==> src/rtl/note_sequencer_pkg.sv <==
// Shared types, note divisor table and octave helpers for the note sequencer.
package note_sequencer_pkg;

  typedef enum logic [1:0] {IDLE, FETCH, PLAY, GAP} state_e;

  localparam logic [3:0]  NOTE_REST  = 4'd15;
  localparam logic [3:0]  NOTE_MAX   = 4'd12;  // 13..15 are all rests
  localparam logic [1:0]  OCT_UP     = 2'b10;
  localparam logic [1:0]  OCT_DN     = 2'b01;
  localparam logic [23:0] TERM_RESET = 24'd631;

  localparam logic [9:0] DIVIS [13] = '{
    10'd631, 10'd596, 10'd562, 10'd531, 10'd501, 10'd473, 10'd446,
    10'd421, 10'd398, 10'd375, 10'd354, 10'd334, 10'd316
  };

  // Pattern byte i lives at bits [8*i +: 8]; a build can swap in its own tune via PATTERN.
  localparam logic [127:0] DEFAULT_PATTERN = 128'h0340_5070_90B0_C0F0_C1B0_9070_5040_2000;

  function automatic logic is_rest(input logic [3:0] note);
    return note > NOTE_MAX;
  endfunction

  // Divider terminal value for a note/octave pair; rests never reach the term register.
  function automatic logic [23:0] note_term(input logic [3:0] note, input logic [1:0] oct);
    logic [23:0] base;
    base = TERM_RESET;
    if (note <= NOTE_MAX) base = {14'd0, DIVIS[note]};
    case (oct)
      OCT_UP:  return base >> 1;
      OCT_DN:  return base << 1;
      default: return base;
    endcase
  endfunction

endpackage

==> src/rtl/note_sequencer_if.sv <==
// Control/status bundle between the button front end and the sequencer.
interface note_sequencer_if;
  logic        start;
  logic        stop;
  logic        loop_en;
  logic [23:0] term;
  logic        term_upd;
  logic        gate;
  logic        busy;
  logic [3:0]  step;
  logic        done;

  modport master (output start, stop, loop_en,
                  input  term, term_upd, gate, busy, step, done);
  modport slave  (input  start, stop, loop_en,
                  output term, term_upd, gate, busy, step, done);
endinterface

==> src/rtl/note_sequencer_pattern_rom.sv <==
// Case-based pattern ROM with a registered read port (data follows addr by one cycle).
module note_sequencer_pattern_rom
  import note_sequencer_pkg::*;
#(
  parameter int             STEPS   = 16,
  parameter logic [127:0]   PATTERN = DEFAULT_PATTERN
) (
  input  logic       clk,
  input  logic [3:0] addr_i,
  output logic [7:0] data_o
);

  logic [7:0] word;
  logic [7:0] data_q;

  // Decode the step index; anything past the pattern length reads as a rest.
  always_comb begin
    word = {NOTE_REST, 4'h0};
    case (addr_i)
      4'd0:  word = PATTERN[7:0];
      4'd1:  word = PATTERN[15:8];
      4'd2:  word = PATTERN[23:16];
      4'd3:  word = PATTERN[31:24];
      4'd4:  word = PATTERN[39:32];
      4'd5:  word = PATTERN[47:40];
      4'd6:  word = PATTERN[55:48];
      4'd7:  word = PATTERN[63:56];
      4'd8:  word = PATTERN[71:64];
      4'd9:  word = PATTERN[79:72];
      4'd10: word = PATTERN[87:80];
      4'd11: word = PATTERN[95:88];
      4'd12: word = PATTERN[103:96];
      4'd13: word = PATTERN[111:104];
      4'd14: word = PATTERN[119:112];
      4'd15: word = PATTERN[127:120];
      default: word = {NOTE_REST, 4'h0};
    endcase
    if (int'(addr_i) >= STEPS) word = {NOTE_REST, 4'h0};
  end

  // Registered read.
  always_ff @(posedge clk) data_q <= word;

  assign data_o = data_q;

endmodule

==> src/rtl/note_sequencer.sv <==
// Step sequencer: walks the pattern ROM, times notes in beats, drives divider term and gate.
module note_sequencer
  import note_sequencer_pkg::*;
#(
  parameter logic [23:0]  BEAT_CYCLES = 24'd12_500_000,
  parameter logic [23:0]  GAP_CYCLES  = 24'd1_250_000,
  parameter int           STEPS       = 16,
  parameter logic [127:0] PATTERN     = DEFAULT_PATTERN
) (
  input  logic            clk,
  input  logic            rst,
  note_sequencer_if.slave bus
);

  state_e      state_q, state_d;
  logic [3:0]  step_q, step_d;
  logic [23:0] cyc_q, cyc_d;     // cycles within the current beat / gap
  logic [1:0]  beat_q, beat_d;   // beats elapsed in PLAY; split keeps 4-beat notes in 24 bits
  logic [1:0]  len_q, len_d;
  logic        rest_q, rest_d;
  logic [23:0] term_q, term_d;
  logic        upd_q, upd_d;
  logic        done_q, done_d;
  logic [7:0]  rom_data;
  logic [23:0] new_term;
  logic        last_step;

  // ROM is addressed with the next step so FETCH sees the new entry.
  note_sequencer_pattern_rom #(.STEPS(STEPS), .PATTERN(PATTERN)) u_rom (
    .clk    (clk),
    .addr_i (step_d),
    .data_o (rom_data)
  );

  assign new_term  = note_term(rom_data[7:4], rom_data[3:2]);
  assign last_step = (step_q == 4'(STEPS - 1));

  // State and datapath registers.
  always_ff @(posedge clk) begin
    if (rst) begin
      state_q <= IDLE;
      step_q  <= '0;
      cyc_q   <= '0;
      beat_q  <= '0;
      len_q   <= '0;
      rest_q  <= 1'b0;
      term_q  <= TERM_RESET;
      upd_q   <= 1'b0;
      done_q  <= 1'b0;
    end else begin
      state_q <= state_d;
      step_q  <= step_d;
      cyc_q   <= cyc_d;
      beat_q  <= beat_d;
      len_q   <= len_d;
      rest_q  <= rest_d;
      term_q  <= term_d;
      upd_q   <= upd_d;
      done_q  <= done_d;
    end
  end

  // Next-state, duration counting and term update; stop overrides everything.
  always_comb begin
    state_d = state_q;
    step_d  = step_q;
    cyc_d   = cyc_q + 24'd1;
    beat_d  = beat_q;
    len_d   = len_q;
    rest_d  = rest_q;
    term_d  = term_q;
    upd_d   = 1'b0;
    done_d  = 1'b0;
    unique case (state_q)
      IDLE: begin
        cyc_d  = '0;
        beat_d = '0;
        if (bus.start) begin
          state_d = FETCH;
          step_d  = '0;
        end
      end
      FETCH: begin
        len_d   = rom_data[1:0];
        rest_d  = is_rest(rom_data[7:4]);
        if (!is_rest(rom_data[7:4]) && (new_term != term_q)) begin
          term_d = new_term;
          upd_d  = 1'b1;
        end
        state_d = PLAY;
        cyc_d   = '0;
        beat_d  = '0;
      end
      PLAY: begin
        if (cyc_q == BEAT_CYCLES - 24'd1) begin
          cyc_d  = '0;
          beat_d = beat_q + 2'd1;
        end
        // Last beat is cut short by the articulation gap.
        if ((beat_q == len_q) && (cyc_q == BEAT_CYCLES - GAP_CYCLES - 24'd1)) begin
          state_d = GAP;
          cyc_d   = '0;
          beat_d  = '0;
        end
      end
      GAP: begin
        if (cyc_q == GAP_CYCLES - 24'd1) begin
          cyc_d = '0;
          if (!last_step) begin
            step_d  = step_q + 4'd1;
            state_d = FETCH;
          end else if (bus.loop_en) begin
            step_d  = '0;
            state_d = FETCH;
          end else begin
            step_d  = '0;
            done_d  = 1'b1;
            state_d = IDLE;
          end
        end
      end
    endcase
    if (bus.stop) begin
      state_d = IDLE;
      step_d  = '0;
      cyc_d   = '0;
      beat_d  = '0;
      term_d  = term_q;
      upd_d   = 1'b0;
      done_d  = 1'b0;
    end
  end

  assign bus.term     = term_q;
  assign bus.term_upd = upd_q;
  assign bus.gate     = (state_q == PLAY) && !rest_q;
  assign bus.busy     = (state_q != IDLE);
  assign bus.step     = step_q;
  assign bus.done     = done_q;

endmodule
==> src/flat_wrapper.sv <==
// flat-port wrapper written by rule: the top's interface ports become plain ports
module note_sequencer_flat import note_sequencer_pkg::*;
#(
  parameter logic [23:0]  BEAT_CYCLES = 24'd12_500_000,
  parameter logic [23:0]  GAP_CYCLES  = 24'd1_250_000,
  parameter int           STEPS       = 16,
  parameter logic [127:0] PATTERN     = DEFAULT_PATTERN
)
  (clk, rst, bus_start, bus_stop, bus_loop_en, bus_term, bus_term_upd, bus_gate, bus_busy, bus_step, bus_done);
  note_sequencer_if bus_i ();
  input  logic clk;
  input  logic rst;
  input wire logic [$bits(bus_i.start)-1:0] bus_start;
  input wire logic [$bits(bus_i.stop)-1:0] bus_stop;
  input wire logic [$bits(bus_i.loop_en)-1:0] bus_loop_en;
  output wire logic [$bits(bus_i.term)-1:0] bus_term;
  output wire logic [$bits(bus_i.term_upd)-1:0] bus_term_upd;
  output wire logic [$bits(bus_i.gate)-1:0] bus_gate;
  output wire logic [$bits(bus_i.busy)-1:0] bus_busy;
  output wire logic [$bits(bus_i.step)-1:0] bus_step;
  output wire logic [$bits(bus_i.done)-1:0] bus_done;
  assign bus_i.start = bus_start;
  assign bus_i.stop = bus_stop;
  assign bus_i.loop_en = bus_loop_en;
  assign bus_term = bus_i.term;
  assign bus_term_upd = bus_i.term_upd;
  assign bus_gate = bus_i.gate;
  assign bus_busy = bus_i.busy;
  assign bus_step = bus_i.step;
  assign bus_done = bus_i.done;
  note_sequencer #(.BEAT_CYCLES(BEAT_CYCLES), .GAP_CYCLES(GAP_CYCLES), .STEPS(STEPS), .PATTERN(PATTERN)) u_core (.clk(clk), .rst(rst), .bus(bus_i));
endmodule
==> config.mk <==
export PLATFORM = sky130hd
export DESIGN_NAME = note_sequencer_flat
export DESIGN_NICKNAME = d
export VERILOG_FILES = /design/src/rtl/note_sequencer_pkg.sv /design/src/rtl/note_sequencer_if.sv /design/src/rtl/note_sequencer_pattern_rom.sv /design/src/rtl/note_sequencer.sv /design/src/flat_wrapper.sv
export SDC_FILE = /design/constraint.sdc
export NUM_CORES = 1
export LEC_CHECK = 0
export BUFFER_PORTS_ARGS = -buffer_cell sky130_fd_sc_hd__buf_2
export CAP_MARGIN = 40
export CORE_MARGIN = 3
export CORE_UTILIZATION = 50
export CTS_CLUSTER_DIAMETER = 50
export DETAILED_ROUTE_END_ITERATION = 7
export GPL_TIMING_DRIVEN = 0
export PLACE_DENSITY = 0.76
export RECOVER_POWER = 25
export SLEW_MARGIN = 20
export SYNTH_ARGS = -nofsm -noshare
export SYNTH_HDL_FRONTEND = slang
export SYNTH_SLANG_ARGS = --single-unit
export TNS_END_PERCENT = 50
==> constraint.sdc <==
create_clock -name clk -period 8.09 [get_ports clk]
set_clock_uncertainty 0.2 [all_clocks]
set_input_delay 0.4045 -clock clk [delete_from_list [all_inputs] [get_ports clk]]
set_output_delay 0.4045 -clock clk [all_outputs]
set_load 0.005 [all_outputs]
==> flow_metrics.py <==
metrics = {
    "drt": {
        "drc": 0,
        "drt_iter0_drc": 174,
        "vias_per_cell": 5.35,
        "drt-total-wl_mm": 6.28,
        "wl_per_cell_um": 13.1,
        "vias": 2568,
        "drt_pre_antenna_iters": 4,
        "ant_nets": 0,
    },
    "floorplan": {
        "rows": 28,
        "initial_utilization_pct": 52.3,
        "io_pins": 37,
        "fp.dieW_um": 85.2,
        "core_mm2": 0.00599,
        "die_h_um": 85.2,
        "dieArea_mm2": 0.00725,
    },
    "cts": {
        "cts_made_buffers": 5,
        "path_clk_slew_ns": 0.10,
        "postCtsSetupBuffers": 0,
        "cts_resized": 0,
        "cts_tree": "yes",
        "clk_latency_ns": 0.31,
        "cts_buffer_depth": 2,
        "cts-root-buf": "clkbuf_8",
        "cts.sinks": 53,
        "htreeDepth": 2,
        "holdBufCountCts": 0,
    },
    "placement": {
        "dpl.hpwl_mm": 4.75,
        "postPlaceCellArea_mm2": 0.00338,
        "gp_congestion": 0.860,
        "dp_cells": 472,
        "port_buffers": 21,
    },
    "power": {
        "p_per_area_mw_per_mm2": 143,
        "p_leak_nw": 1.33,
        "ir_drop_v": 0.0000799,
    },
    "synthesis": {
        "seq_area_frac_synth_pct": 33.9,
        "ys_warn_count": 0,
        "synth-edff-count": 0,
        "synth_cell_types": 63,
        "synthArstFlopShare_pct": 0,
        "synthFlopType": "dfxtp_1",
        "netlist_area_mm2": 0.00313,
        "avgSynthCellArea_um2": 8.63,
        "syn_inst": 363,
        "synth_seq_cells": 53,
    },
    "global_route": {
        "grt_util_all_layers_pct": 17.9,
        "grt_max_degree": 17,
        "grt_pass1_vias": 2311,
        "grt_antenna_before_repair": 0,
        "overflow": 0,
        "grt_first_pass_wirelength_mm": 10.8,
    },
    "layout": {
        "final_cells": 480,
        "design_area_mm2": 0.00351,
        "seq_area_mm2": 0.00106,
        "areaGrowthSynthToFinish_pct": 12.0,
        "fin_nets": 425,
        "fill_cells": 529,
        "layout_common_cells": "57 x nor2_1, 53 x dfxtp_1, 20 x inv_1, 20 x buf_2, 17 x xor2_1",
        "final_common_cell": "nor2_1",
        "drive_above_1_share_pct": 14.1,
        "antennaDiodeCount": 0,
        "multi_input_area_mm2": 0.00188,
    },
    "setup_path": {
        "path_cells": "buf_2, nor4b_1, nand4_1, nor4_4, o21ai_0, a32o_1, nor2b_1, ha_1, mux2_1, o2bb2ai_1",
        "reg2reg_depth": 10,
        "cp.required_ns": 8.13,
        "worstPathMaxFanout": 9,
        "worstPathArrival_ns": 3.16,
        "worst-path-stages": 10,
        "cpPeakStageDelay_ns": 0.45,
        "path_class": "reg -> reg",
        "startpoint_type": "flop",
        "crit_slowest_cell": "nor4_4",
        "critPathTopFamily": "simple AND/OR/NAND/NOR gates",
        "critPathCaptureType": "flop",
        "crit_buf_inv": 1,
    },
    "timing": {
        "rsz0062_at_grt": "no",
        "tns_ns": 0,
        "period_share_pct": 38.5,
        "worstMarginPinSlew_ns": 0.764,
        "layout_min_cycle_time_ns": 3.12,
        "fmax_ghz": 0.321,
        "relSlewSlack_pct": 48.4,
        "setup_viol": 0,
        "hold_violations": 0,
        "slew_viol_final": 0,
    },
    "min_path": {
        "min_path_cells": 1,
        "hold_class": "reg -> reg",
    },
    "flow_run": {
        "maxCapViolCount": 0,
    },
    "status": {
        "status": "completed",
    },
}
[final timing paths]
check                                                  from                             end  slack (ns)
worst max-delay path            u_core.cyc_q[19]$_SDFF_PP0_  u_core.u_rom.data_o[6]$_DFF_P_        4.97
worst min-delay path             u_core.cyc_q[0]$_SDFF_PP0_      u_core.cyc_q[0]$_SDFF_PP0_        0.27
worst max register to register  u_core.cyc_q[19]$_SDFF_PP0_  u_core.u_rom.data_o[6]$_DFF_P_        4.97
worst min register to register   u_core.cyc_q[0]$_SDFF_PP0_      u_core.cyc_q[0]$_SDFF_PP0_        0.27
[state kept, by name (all words and copies together) (netlist names)]
name	count
u_core.beat_q	2
u_core.bus.done	1
u_core.bus.step	4
u_core.bus.term	10
u_core.bus.term_upd	1
u_core.cyc_q	24
u_core.len_q	2
u_core.rest_q	1
u_core.state_q	2
u_core.u_rom.data_o	6
[layout make-up]
| cell class | count | share of cell area [%] |
|---|---|---|
| clock inverter | 3 | 1.85 |
| clock buffer | 5 | 1.96 |
| inverter | 20 | 2.14 |
| tap | 75 | 2.67 |
| sequential | 53 | 30.2 |
| buffer | 24 | 4.63 |
| timing repair buffer | 21 | 2.82 |
| multi-input combinational | 279 | 53.7 |
[report_power, final]
part / total (mW) / internal [mW] / switching [mW]
Clock: 0.211 / 0.123 / 0.0881
Sequential: 0.264 / 0.262 / 0.00143
Combinational: 0.0279 / 0.0128 / 0.0151
Total: 0.503 / 0.398 / 0.105
[kinds of logic (layout without fill, tap and decap cells)]
group                      after synthesis  count (layout)  synth area share [%]
buffers and inverters                   44              73                  7.58
other                                    1              14                 0.120
muxes                                   12              12                  4.35
DFF                                     53              53                  33.9
and+or+nand+nor                        153             153                  25.8
adders and majority gates               16              16                  6.39
xor gates and xnor gates                32              32                  8.94
AOI/OAI and AO/OA                       52              52                  13.0
[synthesized netlist by cell type (3+ instances only)]
master     n  share of area, %
a211o_1    5               1.4
a21oi_1    8               1.3
and2_1     6               1.2
and3_1     5               1.0
and4_1     3              0.84
buf_2      4              0.64
buf_4     14               3.4
clkbuf_1   4              0.48
dfxtp_1   53                34
ha_1      16               6.4
inv_1     20               2.4
mux2i_1    8               2.6
nand2_1   16               1.9
nand2b_1   9               1.8
nand3_1   14               2.2
nand4_1    5               1.0
nor2_1    57               6.8
nor2b_1    9               1.8
nor3_1     3              0.48
nor3b_1    4              0.96
nor4_1     7               1.4
nor4b_1    3              0.84
o21ai_0    9               1.4
xnor2_1   15               4.2
xor2_1    17               4.8
[layer usage]
metal / track usage (%) / share of wire, % / up-vias
met3: 3.01 / 4.1 / 7
met1: 25.1 / 49 / 1194
met4: 4.75 / 1.2 / 0
met2: 28.6 / 46 / 59
li1: - / - / 1308
met5: 0 / 0 / -
[metrics by stage]
step / setup slack [ns] / utilization (%) / hold slack, ns / power (mW)
after floorplan: 5.41 / - / 0.226 / 0.291
after global placement: 5.05 / 56.5 / 0.240 / 0.297
after detailed placement: 5.06 / 56.5 / 0.252 / 0.297
after CTS: 5.00 / 58.7 / 0.270 / 0.507
after global routing: 4.72 / 58.6 / 0.274 / 0.522
final: 4.97 / 58.6 / 0.266 / 0.503
Power figures use the tool's default switching activity.
